$ cat src/rtl/instr_encoder_loader_if.sv
// rtl/instr_encoder_loader_if.sv - descriptor stream between a program source and the encoder/loader
// master drives symbolic descriptors, slave returns op_ready.
interface instr_encoder_loader_if;
  logic        op_valid;
  logic        op_ready;
  logic [2:0]  op_class;
  logic [2:0]  op_funct3;
  logic        op_f7b5;
  logic [4:0]  op_rd;
  logic [4:0]  op_rs1;
  logic [4:0]  op_rs2;
  logic [20:0] op_imm;
  logic        op_last;

  modport master (
    output op_valid, op_class, op_funct3, op_f7b5, op_rd, op_rs1, op_rs2, op_imm, op_last,
    input  op_ready
  );

  modport slave (
    input  op_valid, op_class, op_funct3, op_f7b5, op_rd, op_rs1, op_rs2, op_imm, op_last,
    output op_ready
  );
endinterface

$ cat src/rtl/instr_encoder_loader.sv
// rtl/instr_encoder_loader.sv - encodes symbolic descriptors to RV32I words and writes them into IMEM
// Optional IMM_RANGE_CHECK_EN: out-of-range immediates are replaced by NOP and flagged in err_o.
module instr_encoder_loader #(
  parameter int ADDR_W    = 32,
  parameter int MAX_INSTR = 64
) (
  input  logic                  clk,
  input  logic                  rst_n,
  input  logic                  start_i,
  input  logic [ADDR_W-1:0]     base_addr_i,
  instr_encoder_loader_if.slave op_if,
  output logic                  imem_we_o,
  output logic [ADDR_W-1:0]     imem_addr_o,
  output logic [31:0]           imem_wdata_o,
  output logic [6:0]            count_o,
  output logic                  done_o,
  output logic                  trunc_o,
  output logic                  err_o
);

  localparam logic [31:0] NOP     = 32'h0000_0013;
  localparam logic [6:0]  MAX_CNT = 7'(MAX_INSTR);

  localparam logic [2:0] CLS_LW   = 3'd0;
  localparam logic [2:0] CLS_SW   = 3'd1;
  localparam logic [2:0] CLS_R    = 3'd2;
  localparam logic [2:0] CLS_BEQ  = 3'd3;
  localparam logic [2:0] CLS_JAL  = 3'd4;
  localparam logic [2:0] CLS_JALR = 3'd5;
  localparam logic [2:0] CLS_IMM  = 3'd6;

  typedef enum logic [1:0] {
    S_IDLE   = 2'd0,
    S_ACCEPT = 2'd1,
    S_WRITE  = 2'd2,
    S_DONE   = 2'd3
  } state_t;

  state_t              state_q, state_d;
  logic [ADDR_W-1:0]   addr_q, addr_d;
  logic [31:0]         wdata_q, wdata_d;
  logic [6:0]          count_q, count_d;
  logic                trunc_q, trunc_d;
  logic                err_q, err_d;
  logic                last_q, last_d;

  logic [20:0] imm;
  logic [2:0]  cls;
  logic [2:0]  f3;
  logic        f7b5;
  logic [4:0]  rd, rs1, rs2;
  logic        is_shift;
  logic [31:0] enc_raw;
  logic        cls_bad;
  logic [31:0] enc_word;
  logic        enc_bad;

  assign imm      = op_if.op_imm;
  assign cls      = op_if.op_class;
  assign f3       = op_if.op_funct3;
  assign f7b5     = op_if.op_f7b5;
  assign rd       = op_if.op_rd;
  assign rs1      = op_if.op_rs1;
  assign rs2      = op_if.op_rs2;
  assign is_shift = (f3 == 3'b001) || (f3 == 3'b101);

  // Pure field packing; funct3 is forced by class except for R and IMM.
  always_comb begin
    enc_raw = NOP;
    cls_bad = 1'b0;
    case (cls)
      CLS_LW:   enc_raw = {imm[11:0], rs1, 3'b010, rd, 7'b0000011};
      CLS_SW:   enc_raw = {imm[11:5], rs2, rs1, 3'b010, imm[4:0], 7'b0100011};
      CLS_R:    enc_raw = {1'b0, f7b5, 5'b00000, rs2, rs1, f3, rd, 7'b0110011};
      CLS_BEQ:  enc_raw = {imm[12], imm[10:5], rs2, rs1, 3'b000, imm[4:1], imm[11], 7'b1100011};
      CLS_JAL:  enc_raw = {imm[20], imm[10:1], imm[11], imm[19:12], rd, 7'b1101111};
      CLS_JALR: enc_raw = {imm[11:0], rs1, 3'b000, rd, 7'b1100111};
      CLS_IMM: begin
        if (is_shift) begin
          enc_raw = {1'b0, f7b5, 5'b00000, imm[4:0], rs1, f3, rd, 7'b0010011};
        end else begin
          enc_raw = {imm[11:0], rs1, f3, rd, 7'b0010011};
        end
      end
      default: begin
        enc_raw = NOP;
        cls_bad = 1'b1;
      end
    endcase
  end

`ifdef IMM_RANGE_CHECK_EN
  logic fits_i;
  logic fits_b;
  logic shamt_ok;
  logic range_bad;

  // Signed fit: every bit above the field's sign bit must replicate it.
  assign fits_i   = (imm[20:11] == {10{imm[11]}});
  assign fits_b   = (imm[20:12] == {9{imm[12]}});
  assign shamt_ok = (imm[20:5] == 16'd0);

  always_comb begin
    range_bad = 1'b0;
    case (cls)
      CLS_LW, CLS_SW, CLS_JALR: range_bad = !fits_i;
      CLS_IMM:                  range_bad = is_shift ? !shamt_ok : !fits_i;
      CLS_BEQ:                  range_bad = !fits_b || imm[0];
      CLS_JAL:                  range_bad = imm[0];
      default:                  range_bad = 1'b0;
    endcase
  end

  assign enc_bad  = cls_bad || range_bad;
  assign enc_word = enc_bad ? NOP : enc_raw;
`else
  logic unused_imm0;

  assign unused_imm0 = imm[0];
  assign enc_bad     = cls_bad;
  assign enc_word    = enc_raw;
`endif

  assign op_if.op_ready = (state_q == S_ACCEPT);
  assign imem_we_o      = (state_q == S_WRITE);
  assign done_o         = (state_q == S_DONE);
  assign imem_addr_o    = addr_q;
  assign imem_wdata_o   = wdata_q;
  assign count_o        = count_q;
  assign trunc_o        = trunc_q;
  assign err_o          = err_q;

  always_ff @(posedge clk or negedge rst_n) begin
    if (!rst_n) begin
      state_q <= S_IDLE;
      addr_q  <= '0;
      wdata_q <= '0;
      count_q <= '0;
      trunc_q <= 1'b0;
      err_q   <= 1'b0;
      last_q  <= 1'b0;
    end else begin
      state_q <= state_d;
      addr_q  <= addr_d;
      wdata_q <= wdata_d;
      count_q <= count_d;
      trunc_q <= trunc_d;
      err_q   <= err_d;
      last_q  <= last_d;
    end
  end

  always_comb begin
    state_d = state_q;
    addr_d  = addr_q;
    wdata_d = wdata_q;
    count_d = count_q;
    trunc_d = trunc_q;
    err_d   = err_q;
    last_d  = last_q;
    case (state_q)
      S_IDLE: begin
        if (start_i) begin
          state_d = S_ACCEPT;
          addr_d  = base_addr_i;
          count_d = '0;
          trunc_d = 1'b0;
          err_d   = 1'b0;
        end
      end
      S_ACCEPT: begin
        if (op_if.op_valid) begin
          wdata_d = enc_word;
          last_d  = op_if.op_last;
          err_d   = err_q || enc_bad;
          state_d = S_WRITE;
        end
      end
      S_WRITE: begin
        addr_d  = addr_q + ADDR_W'(4);
        count_d = count_q + 7'd1;
        // The cap ends the session even when the source never flagged a last descriptor.
        if (last_q || (count_q + 7'd1 == MAX_CNT)) begin
          state_d = S_DONE;
          trunc_d = !last_q;
        end else begin
          state_d = S_ACCEPT;
        end
      end
      S_DONE: begin
        state_d = S_IDLE;
      end
      default: begin
        state_d = S_IDLE;
      end
    endcase
  end

endmodule

$ cat src/flat_wrapper.sv
// flat-port wrapper written by rule: the top's interface ports become plain ports
module instr_encoder_loader_flat 
#(
  parameter int ADDR_W    = 32,
  parameter int MAX_INSTR = 64
)
  (clk, rst_n, start_i, base_addr_i, imem_we_o, imem_addr_o, imem_wdata_o, count_o, done_o, trunc_o, err_o, op_if_op_valid, op_if_op_class, op_if_op_funct3, op_if_op_f7b5, op_if_op_rd, op_if_op_rs1, op_if_op_rs2, op_if_op_imm, op_if_op_last, op_if_op_ready);
  instr_encoder_loader_if op_if_i ();
  input  logic clk;
  input  logic rst_n;
  input  logic start_i;
  input  logic [ADDR_W-1:0] base_addr_i;
  output logic imem_we_o;
  output logic [ADDR_W-1:0] imem_addr_o;
  output logic [31:0] imem_wdata_o;
  output logic [6:0] count_o;
  output logic done_o;
  output logic trunc_o;
  output logic err_o;
  input wire logic [$bits(op_if_i.op_valid)-1:0] op_if_op_valid;
  input wire logic [$bits(op_if_i.op_class)-1:0] op_if_op_class;
  input wire logic [$bits(op_if_i.op_funct3)-1:0] op_if_op_funct3;
  input wire logic [$bits(op_if_i.op_f7b5)-1:0] op_if_op_f7b5;
  input wire logic [$bits(op_if_i.op_rd)-1:0] op_if_op_rd;
  input wire logic [$bits(op_if_i.op_rs1)-1:0] op_if_op_rs1;
  input wire logic [$bits(op_if_i.op_rs2)-1:0] op_if_op_rs2;
  input wire logic [$bits(op_if_i.op_imm)-1:0] op_if_op_imm;
  input wire logic [$bits(op_if_i.op_last)-1:0] op_if_op_last;
  output wire logic [$bits(op_if_i.op_ready)-1:0] op_if_op_ready;
  assign op_if_i.op_valid = op_if_op_valid;
  assign op_if_i.op_class = op_if_op_class;
  assign op_if_i.op_funct3 = op_if_op_funct3;
  assign op_if_i.op_f7b5 = op_if_op_f7b5;
  assign op_if_i.op_rd = op_if_op_rd;
  assign op_if_i.op_rs1 = op_if_op_rs1;
  assign op_if_i.op_rs2 = op_if_op_rs2;
  assign op_if_i.op_imm = op_if_op_imm;
  assign op_if_i.op_last = op_if_op_last;
  assign op_if_op_ready = op_if_i.op_ready;
  instr_encoder_loader #(.ADDR_W(ADDR_W), .MAX_INSTR(MAX_INSTR)) u_core (.clk(clk), .rst_n(rst_n), .start_i(start_i), .base_addr_i(base_addr_i), .op_if(op_if_i), .imem_we_o(imem_we_o), .imem_addr_o(imem_addr_o), .imem_wdata_o(imem_wdata_o), .count_o(count_o), .done_o(done_o), .trunc_o(trunc_o), .err_o(err_o));
endmodule
$ cat config.mk
export PLATFORM = sky130hd
export DESIGN_NAME = instr_encoder_loader_flat
export DESIGN_NICKNAME = d
export VERILOG_FILES = /design/src/rtl/instr_encoder_loader_if.sv /design/src/rtl/instr_encoder_loader.sv /design/src/flat_wrapper.sv
export SDC_FILE = /design/constraint.sdc
export NUM_CORES = 1
export LEC_CHECK = 0
export BUFFER_PORTS_ARGS = -buffer_cell sky130_fd_sc_hd__buf_2
export CAP_MARGIN = 20
export CELL_PAD_IN_SITES_DETAIL_PLACEMENT = 0
export CELL_PAD_IN_SITES_GLOBAL_PLACEMENT = 1
export CORE_ASPECT_RATIO = 1.75
export CORE_MARGIN = 1.5
export CORE_UTILIZATION = 37
export CTS_BUF_LIST = sky130_fd_sc_hd__clkbuf_4 sky130_fd_sc_hd__clkbuf_8
export CTS_CLUSTER_DIAMETER = 50
export DETAILED_ROUTE_END_ITERATION = 16
export PLACE_DENSITY = 0.8
export SYNTH_ARGS = -nofsm -noshare
export SYNTH_HDL_FRONTEND = slang
export SYNTH_SLANG_ARGS = --single-unit
$ cat constraint.sdc
create_clock -name clk -period 2.3 [get_ports clk]
set_input_delay 0.23 -clock clk [delete_from_list [all_inputs] [get_ports clk]]
set_output_delay 0.23 -clock clk [all_outputs]
set_load 0.02 [all_outputs]
==> flow_summary.ini, run 1 <==
[cells_and_area]
fill_cells = 1078
area_growth_pct = 27.2
most-common-layout-cells = buf_2 (154), dfrtp_1 (75), nand2_1 (73), nor2_1 (40), o21ai_0 (38)
final_cells = 755
nets = 702
layout_commonest_cell = buf_2
antenna-diode-count = 0
multi_input_area_sq_mm = 0.00208
drive_gt1_frac = 0.326
seqCellArea_sq_mm = 0.00188

[synth]
seq_area_frac_synth = 0.454
avgSynthCellArea_sq_um = 8.82
syn_inst = 469
synth-seq-cells = 75
postSynth.asyncResetShare = 1.00
ys_top_cells_by_area = dfrtp_1 (45%), nand2_1 (6.6%), o21ai_0 (4.6%)
synth_edf_count = 0
ys_types = 65
yosysTopAreaCellShare = 0.454
yosysWarnings = 0
syn_nets = 551
ys.flop_type = dfrtp_1
synth_area_sq_mm = 0.00414
synth_top_cell_by_area = dfrtp_1

[timing]
hold_viol = 0
setup_viol_count_final = 0
relSlewSlack = 0.451
worstMarginPinSlew_ns = 0.822
rsz0062_at_grt = false
fin_tns_setup_ns = 0
finalCritPeriodShare = 0.889
fin_crit_ns = 2.05
maxSlewViolCount = 0
fmax_ghz = 0.489
skew_ns = 0.0109

[clocking]
clk_latency_ns = 0.35
cts_max_path_buffers = 2
cts_tree = yes
postCtsSetupBuffers = 0
cts_buffers = 9
ctsHoldBuffers = 1
clock_sinks = 75
cts_resized = 0
h-tree-depth = 3
cts_root_buffer = clkbuf_8
clk_pin_slew_ns = 0.08

[die]
design.core.area_sq_mm = 0.0108
io_pins = 156
die_x_um = 82.9
rows = 50
start_util = 0.384
die-area_sq_mm = 0.0118
dieHeight_um = 143

[critical_path]
path_cells = ha_1 -> nand3_2 -> nor4_2 -> nand2_1 -> o32a_1 -> o21a_1
cpLargestDelayFamily = simple AND/OR/NAND/NOR gates
critPathLaunchType = flip-flop
cp.required_ns = 2.54
crit_type = reg -> reg
worstPathArrival_ns = 2.29
crit_start = u_core.imem_addr_o[2]$_DFFE_PN0P_
crit_path_max_fanout = 8
r2r_start = u_core.imem_addr_o[2]$_DFFE_PN0P_
cpPeakStageDelay_ns = 0.46
critPathSlowestCell = dfrtp_1
crit_buf_inv = 0
rrSetupSlack_ns = 0.25
end_kind = flip-flop

[place]
place_congestion = 0.908
dp_hpwl_um = 9760
portBuffers = 155
place_inst = 738

[route]
post-route-drc-count = 0
viasPerCell = 5.60
vias = 4229
drtIter0Drc = 206
wire_per_inst_um = 17.4
antenna_left = 0
routed_wl_um = 13100
firstDrtPassIters = 4

[global_routing]
grt_first_pass_wirelength_um = 21000
grt_max_degree = 48
overflow = 0
grt_pass1_vias = 4087
track_usage = 0.220
antenna_found_initial = 0

[pwr]
cellPowerDensity_mw_per_mm2 = 1280
p_leak_nw = 2.46
irDropWorstVdd_uv = 577
p_total_mw = 6.76

[hold_path]
hp-class = in -> reg
hold_start = base_addr_i[1]

[flow_run]
cap_violations = 0

[outcome]
outcome = finished, final reports clean
==> per-layer routing <==
metal  up-vias  routed length (um)  GRT usage
li1       2025                   -          -
met1      1995                5100      0.248
met2       184                6860      0.402
met3        25                 831     0.0462
met4         0                 324     0.0904
met5         -                   0          0
==> logic make-up after synthesis <==
| family | count (synthesis) | share of synthesized area |
|---|---|---|
| AOI/OAI and AO/OA | 151 | 0.238 |
| xor gates and xnor gates | 5 | 0.0106 |
| adders and majority gates | 2 | 0.00605 |
| buffers and inverters | 41 | 0.0424 |
| DFF | 75 | 0.454 |
| muxes | 4 | 0.00998 |
| and+or+nand+nor | 191 | 0.239 |
==> worst min-delay path: cells and delay by family <==
family / cells / cell delay [ns]
and+or+nand+nor: 2 / 0.08
buffers and inverters: 1 / 0.08
==> registers in the layout (all words and copies together), names as in the netlist <==
register,flops
u_core.state_q,2
u_core.trunc_o,1
u_core.last_q,1
u_core.imem_addr_o,32
u_core.err_o,1
u_core.imem_wdata_o,31
u_core.count_o,7
==> worst paths after layout <==
kind                                                       endpoint  cells past startpoint
worst min register to register  u_core.imem_wdata_o[21]$_DFFE_PN0P_                      2
min in group asynchronous        u_core.imem_addr_o[16]$_DFFE_PN0P_                      2
worst min-delay path              u_core.imem_addr_o[1]$_DFFE_PN0P_                      3
worst max-delay path             u_core.imem_addr_o[26]$_DFFE_PN0P_                      6
worst max register to register   u_core.imem_addr_o[26]$_DFFE_PN0P_                      6
max in group asynchronous       u_core.imem_wdata_o[30]$_DFFE_PN0P_                      3
==> area by class of cell <==
type / count / share of cell area
clock buffer: 11 / 0.0288
clock inverter: 5 / 0.00690
inverter: 10 / 0.00713
multi-input combinational: 353 / 0.396
sequential: 75 / 0.357
tap: 130 / 0.0309
timing repair buffer: 171 / 0.174
==> cell usage after synthesis (3+ instances only) <==
cell type   n
a211oi_1    5
a21oi_1    30
a22o_1      6
a22oi_1    17
a311oi_1    9
a31oi_1     9
and2_1      4
and3_1      6
buf_4       3
clkbuf_1   25
dfrtp_1    75
inv_1       9
mux2i_1     3
nand2_1    73
nand2b_1    5
nand3_1    11
nand3_2     3
nand4_1     4
nor2_1     40
nor2b_1     6
nor3_1     14
nor3b_1     3
o2111ai_1   3
o21ai_0    38
o22ai_1     8
o31ai_1     5
xor2_1      4
==> metrics by stage <==
step / util / cell area [sq um] / setup slack (ns) / hold slack, ns
2_1_floorplan: - / 4140 / 0.360 / -0.0656
3_3_place_gp: 0.471 / 5060 / 0.348 / 0.188
3_5_place_dp: 0.471 / 5060 / 0.258 / 0.192
4_1_cts: 0.489 / 5260 / 0.236 / 0.0408
5_1_grt: 0.489 / 5260 / 0.130 / 0.0481
6_report: 0.489 / 5260 / 0.255 / 0.0617
==> power by group <==
part	switching, mW	leakage, nW	internal [mW]
Combinational	2.19	1.47	1.18
Sequential	0.537	0.910	1.87
Clock	0.534	0.0880	0.453
Total	3.26	2.46	3.50
Power figures use the tool's default switching activity.
==> run 2: changes to the inputs <==
Settings changed: CORE_UTILIZATION 37 to 40, PLACE_DENSITY 0.8 to 0.85, REMOVE_ABC_BUFFERS set to 1, SETUP_SLACK_MARGIN set to 0.5.
Clock period 2.3 ns to 2.5 ns, I/O delays scaled along.
==> run 2 against run 1 <==
Total power fell by 8.3%. Design area rose by 0.78%. Die area fell by 7.3%. Final cell count fell by 0.40%. Largest power group unchanged.
==> flow_summary.ini, run 2 (synthesis results as in run 1) <==
[route]
route.met3.wl_um = 703
viasPerCell = 5.60
dr.max_layer_used = met4
post-route-drc-count = 0
wl_met1_um = 4920
routed_wl_um = 12700
antenna_left = 0
vias = 4213
drtIter0Drc = 160
wl_met2_um = 6750
firstDrtPassIters = 4
wire_per_inst_um = 16.9

[clocking]
clock_sinks = 75
cts_max_path_buffers = 2
h-tree-depth = 3
cts_tree = yes
cts_root_buffer = clkbuf_8
clk_pin_slew_ns = 0.09
clk_latency_ns = 0.34
cts_buffers = 9

[place]
post-place-ws_ns = 0.409
place_area_sq_mm = 0.00501
dp_hpwl_um = 9210
portBuffers = 155
place_congestion = 0.890

[die]
die-area_sq_mm = 0.0110
io_pins = 156
rows = 49
die_x_um = 79.9
start_util = 0.406
design.core.area_sq_mm = 0.0102
dieHeight_um = 138

[cells_and_area]
design_area_sq_mm = 0.00530
layout_commonest_cell = buf_2
nets = 702
largest_reg_flops = 32
fill_cells = 1016
most-common-layout-cells = buf_2 (154), nand2_1 (71), dfrtp_1 (71), nor2_1 (40), o21ai_0 (38)
area_growth_pct = 28.2
drive_gt1_frac = 0.341
antenna-diode-count = 0
utilization = 0.521

[hold_path]
hold_depth = 3
hp-class = in -> reg

[pwr]
p_int_mw = 3.21
p_sw_frac = 0.481
seq_power_share = 0.365
switching_power_mw = 2.98
p_comb_frac = 0.493
cellPowerDensity_mw_per_mm2 = 1170
irDropWorstVdd_uv = 489
p_leak_nw = 2.47
clockPowerShare = 0.142

[global_routing]
grt_pass1_vias = 4130
grt_first_pass_wirelength_um = 20100
grt_max_degree = 76
track_usage = 0.236
overflow = 0
antenna_found_initial = 0

[timing]
setup_viol_count_final = 0
worstMarginPinSlew_ns = 0.644
fmax_ghz = 0.521
rsz0062_at_grt = false
fin_crit_ns = 1.92
timing.final.ws_setup_ns = 0.580
relSlewSlack = 0.570
skew_ns = 0.00522
hold_viol = 0
maxSlewViolCount = 0
finalCritPeriodShare = 0.768
fin_tns_setup_ns = 0

[critical_path]
critPathSlowestCell = nor4_4
worstPathArrival_ns = 2.16
critPathLaunchType = flip-flop
cpPeakStageDelay_ns = 0.46
reg2reg_depth = 5
crit_path_max_fanout = 8
path_cells = nand3_2 -> nor4_4 -> nand2_1 -> o32a_1 -> o21a_1
end_kind = flip-flop
crit_type = reg -> reg
cp.required_ns = 2.74

[flow_run]
cap_violations = 0

[outcome]
outcome = finished, final reports clean
## run 2: repair_timing
item,in CTS,in global routing
buffers inserted,4,0
hold buffers,0,1
pin swaps,2,1
endpoints found under the hold margin,0,20
resized for setup,3,8
endpoints found under the setup margin,11,10
gates cloned,0,0
## run 2: final cells by class
type / count / area (sq um) / share of cell area
multi-input cells: 353 / 2120 / 0.400
inverters: 10 / 37.5 / 0.00708
flip-flops and latches: 75 / 1880 / 0.355
clock inverters: 5 / 38.8 / 0.00731
well taps: 127 / 159 / 0.0300
clock buffers: 11 / 145 / 0.0274
repair buffers: 171 / 921 / 0.174
## run 2: final timing paths
kind                       slack [ns]                                  end                           startpoint
setup / recovery                 0.58   u_core.imem_addr_o[26]$_DFFE_PN0P_    u_core.imem_addr_o[6]$_DFFE_PN0P_
hold / removal                   0.10            u_core.last_q$_DFFE_PN0P_                        op_if_op_last
setup reg to reg                 0.58   u_core.imem_addr_o[26]$_DFFE_PN0P_    u_core.imem_addr_o[6]$_DFFE_PN0P_
hold reg to reg                  0.47  u_core.imem_wdata_o[22]$_DFFE_PN0P_  u_core.imem_wdata_o[22]$_DFFE_PN0P_
max in group asynchronous        1.56        u_core.state_q[1]$_DFFE_PN0P_                                rst_n
min in group asynchronous        0.33    u_core.imem_addr_o[9]$_DFFE_PN0P_                                rst_n
## run 2: per-stage QoR
step	std cells	power, mW	hold WS [ns]
floorplan	438	4.08	-0.0456
global placement	730	5.21	0.445
detailed placement	730	5.30	0.446
CTS	750	6.21	0.0739
global route	752	6.67	0.0762
finish	752	6.20	0.100
## run 2: power groups by stage
| stage | clock network, mW | logic, mW | registers, mW |
|---|---|---|---|
| 2_1_floorplan | 0 | 1.28 | 2.80 |
| 3_3_place_gp | 0 | 2.97 | 2.24 |
| 3_5_place_dp | 0 | 3.04 | 2.26 |
| 4_1_cts | 0.916 | 3.05 | 2.24 |
| 5_1_grt | 0.964 | 3.36 | 2.34 |
| 6_report | 0.883 | 3.06 | 2.26 |
## run 2: routing by layer
layer  vias to the layer above  track usage
li1                       2020            -
met1                      2008        0.264
met2                       159        0.423
met3                        26       0.0437
met4                         0        0.116
met5                         -            0
## run 2: worst max-delay path: cells and delay by family, from the launching register on
family | cells | cell delay [ns]
AND/OR/NAND/NOR | 3 | 0.95
flip-flops | 1 | 0.44
AO/OA/AOI/OAI | 2 | 0.43
==> run 3: changes to the inputs <==
Settings changed: ABC_AREA set to 1, CORE_UTILIZATION 40 to 36, PLACE_DENSITY 0.85 to 0.8.
Clock period 2.5 ns to 1.91 ns, I/O delays scaled along.
==> run 3 against run 2 <==
Die area rose by 22%. Global-route usage increased by 0.19 points. Sequential share of layout area fell by 7.3 points. Sequential cell count stayed put. Setup slack worse by 0.13 ns. Critical path depth rose by 5. Area after synthesis rose by 11%. Count of clock-buffer cells in the layout fell by 1. First-iteration DRC count increased by 38%. Total power grew 75%. Combinational power increased by 100%. Clock skew up 0.0088 ns. Largest cell class unchanged. Highest routed layer is now met5.
==> flow_summary.ini, run 3 <==
[die]
die_x_um = 88.2
start_util = 0.368
rows = 54
io_pins = 156
die-area_sq_mm = 0.0134
design.core.area_sq_mm = 0.0124
dieHeight_um = 152

[cells_and_area]
area_growth_pct = 47.6
fill_cells = 1292
drive_gt1_frac = 0.406
most-common-layout-cells = nand2_1 (230), buf_2 (150), nor2_1 (66), inv_1 (54), dfrtp_1 (54)
antenna-diode-count = 0
multi_input_area_sq_mm = 0.00270
final_cells = 1061
largest_reg_flops = 32
nets = 970
seqCellArea_sq_mm = 0.00190
layout_commonest_cell = nand2_1

[timing]
maxSlewViolCount = 0
fin_crit_ns = 1.46
timing.final.ws_setup_ns = 0.447
skew_ns = 0.0140
finalCritPeriodShare = 0.766
relSlewSlack = 0.687
rsz0062_at_grt = true
worstMarginPinSlew_ns = 0.470
fmax_ghz = 0.683
hold_viol = 0
setup_viol_count_final = 0
fin_tns_setup_ns = 0
whs_ns = 0.0202

[synth]
yosysTopAreaCellShare = 0.410
ys_top_cells_by_area = dfrtp_1 (41%), nand2_1 (21%), nor2_1 (8.0%)
synth.most_common_cell = nand2_1
synth-seq-cells = 75
synthTopCellsByCount = nand2_1 (250), nor2_1 (97), dfrtp_1 (75)
ys_types = 35
synth_edf_count = 0
yosysWarnings = 0
avgSynthCellArea_sq_um = 6.76
ys.flop_type = dfrtp_1
seq_area_frac_synth = 0.410
synth_area_sq_mm = 0.00457
postSynth.asyncResetShare = 1.00
syn_inst = 677
synth_top_cell_by_area = dfrtp_1

[critical_path]
rr_endpoint = u_core.imem_addr_o[21]$_DFFE_PN0P_
critPathLaunchType = flip-flop
rrSetupSlack_ns = 0.45
path_cells = buf_6 -> nand2_4 -> nor2_4 -> buf_4 -> buf_4 -> nand2_1 -> nand2_1 -> nand3_1 -> nand2_1 -> nand2_1
worstPathArrival_ns = 1.73
r2r_start = u_core.imem_addr_o[3]$_DFFE_PN0P_
crit_start = u_core.imem_addr_o[3]$_DFFE_PN0P_
end_kind = flip-flop
cpPeakStageDelay_ns = 0.44
critPathSlowestCell = dfrtp_1
path_common_cell = nand2_1
crit_path_max_fanout = 4
reg2reg_depth = 10
cp.required_ns = 2.18
crit_type = reg -> reg

[place]
place_inst = 992
place_congestion = 0.900
post-place-ws_ns = 0.236
dp_hpwl_um = 11700
portBuffers = 155

[route]
firstDrtPassIters = 5
vias = 5239
viasPerCell = 4.94
drtIter0Drc = 220
routed_wl_um = 16500
post-route-drc-count = 0
antenna_left = 0
wire_per_inst_um = 15.6

[hold_path]
hold_start = base_addr_i[0]
hp-class = in -> reg
holdPathEnd = u_core.imem_addr_o[0]$_DFFE_PN0P_
hold_depth = 3

[clocking]
clk_pin_slew_ns = 0.09
clk_latency_ns = 0.37
cts_buffers = 9
cts_max_path_buffers = 2
clock_sinks = 75
h-tree-depth = 3
cts_tree = yes
cts_root_buffer = clkbuf_8

[global_routing]
grt_first_pass_wirelength_um = 24500
grt_max_degree = 46
overflow = 0
grt_pass1_vias = 5106
antenna_found_initial = 2
track_usage = 0.238

[pwr]
cellPowerDensity_mw_per_mm2 = 1610
p_total_mw = 10.9
p_leak_nw = 3.37
irDropWorstVdd_uv = 589

[flow_run]
cap_violations = 0

[outcome]
outcome = finished, final reports clean
## run 3: power breakdown
group / leakage, nW / total, mW / internal, mW / switching [mW]
clock network: 0.108 / 1.42 / 0.771 / 0.648
registers: 0.909 / 3.16 / 2.34 / 0.823
logic: 2.36 / 6.27 / 2.51 / 3.76
## run 3: kinds of logic after synthesis
group	Yosys count	synth area share
xor+xnor	1	0.00192
simple gates	434	0.396
fa+ha+maj	2	0.00547
flops	75	0.410
buf+inv	86	0.0837
compound gates	79	0.103
## run 3: worst max-delay path by stage
| stage | endpoint | slack (ns) |
|---|---|---|
| floorplan | u_core.imem_addr_o[11]$_DFFE_PN0P_ | 0.08 |
| global placement | u_core.imem_addr_o[12]$_DFFE_PN0P_ | 0.29 |
| detailed placement | u_core.imem_addr_o[16]$_DFFE_PN0P_ | 0.24 |
| CTS | imem_addr_o[3] | 0.48 |
| global route | u_core.imem_addr_o[24]$_DFFE_PN0P_ | 0.36 |
| finish | u_core.imem_addr_o[21]$_DFFE_PN0P_ | 0.45 |
## run 3: what timing repair did
action                                  CTS  global route
resized for setup                        59           110
endpoints found under the hold margin    30             0
endpoints found under the setup margin   71            37
setup buffers                            25            23
pin swaps                                 5            32
gates cloned                              1             3
hold buffers                              1             0
## run 3: per-layer routing
layer	routed length (um)	vias up	track usage
li1	-	2571	-
met1	5760	2435	0.234
met2	9110	185	0.438
met3	943	46	0.0462
met4	707	2	0.144
met5	12	-	0
## run 3: final cells by class
class,instances,area share
timing repair inverter,1,0.00241
clock inverter,6,0.0132
multi-input combinational,516,0.400
clock buffer,10,0.0204
sequential,75,0.282
timing repair buffer,219,0.209
tap,168,0.0311
inverter,66,0.0415
## run 3: critical path, delay by kind of cell (launching register included)
| kind | cells | cell delay [ns] |
|---|---|---|
| and+or+nand+nor | 7 | 0.51 |
| DFF | 1 | 0.44 |
| buffers and inverters | 3 | 0.42 |
## run 3: stage by stage
stage	cell area, sq um	utilization
3_3_place_gp	5550	0.446
4_1_cts	6150	0.495
3_5_place_dp	5550	0.446
6_report	6750	0.543
5_1_grt	6750	0.543
2_1_floorplan	4440	-
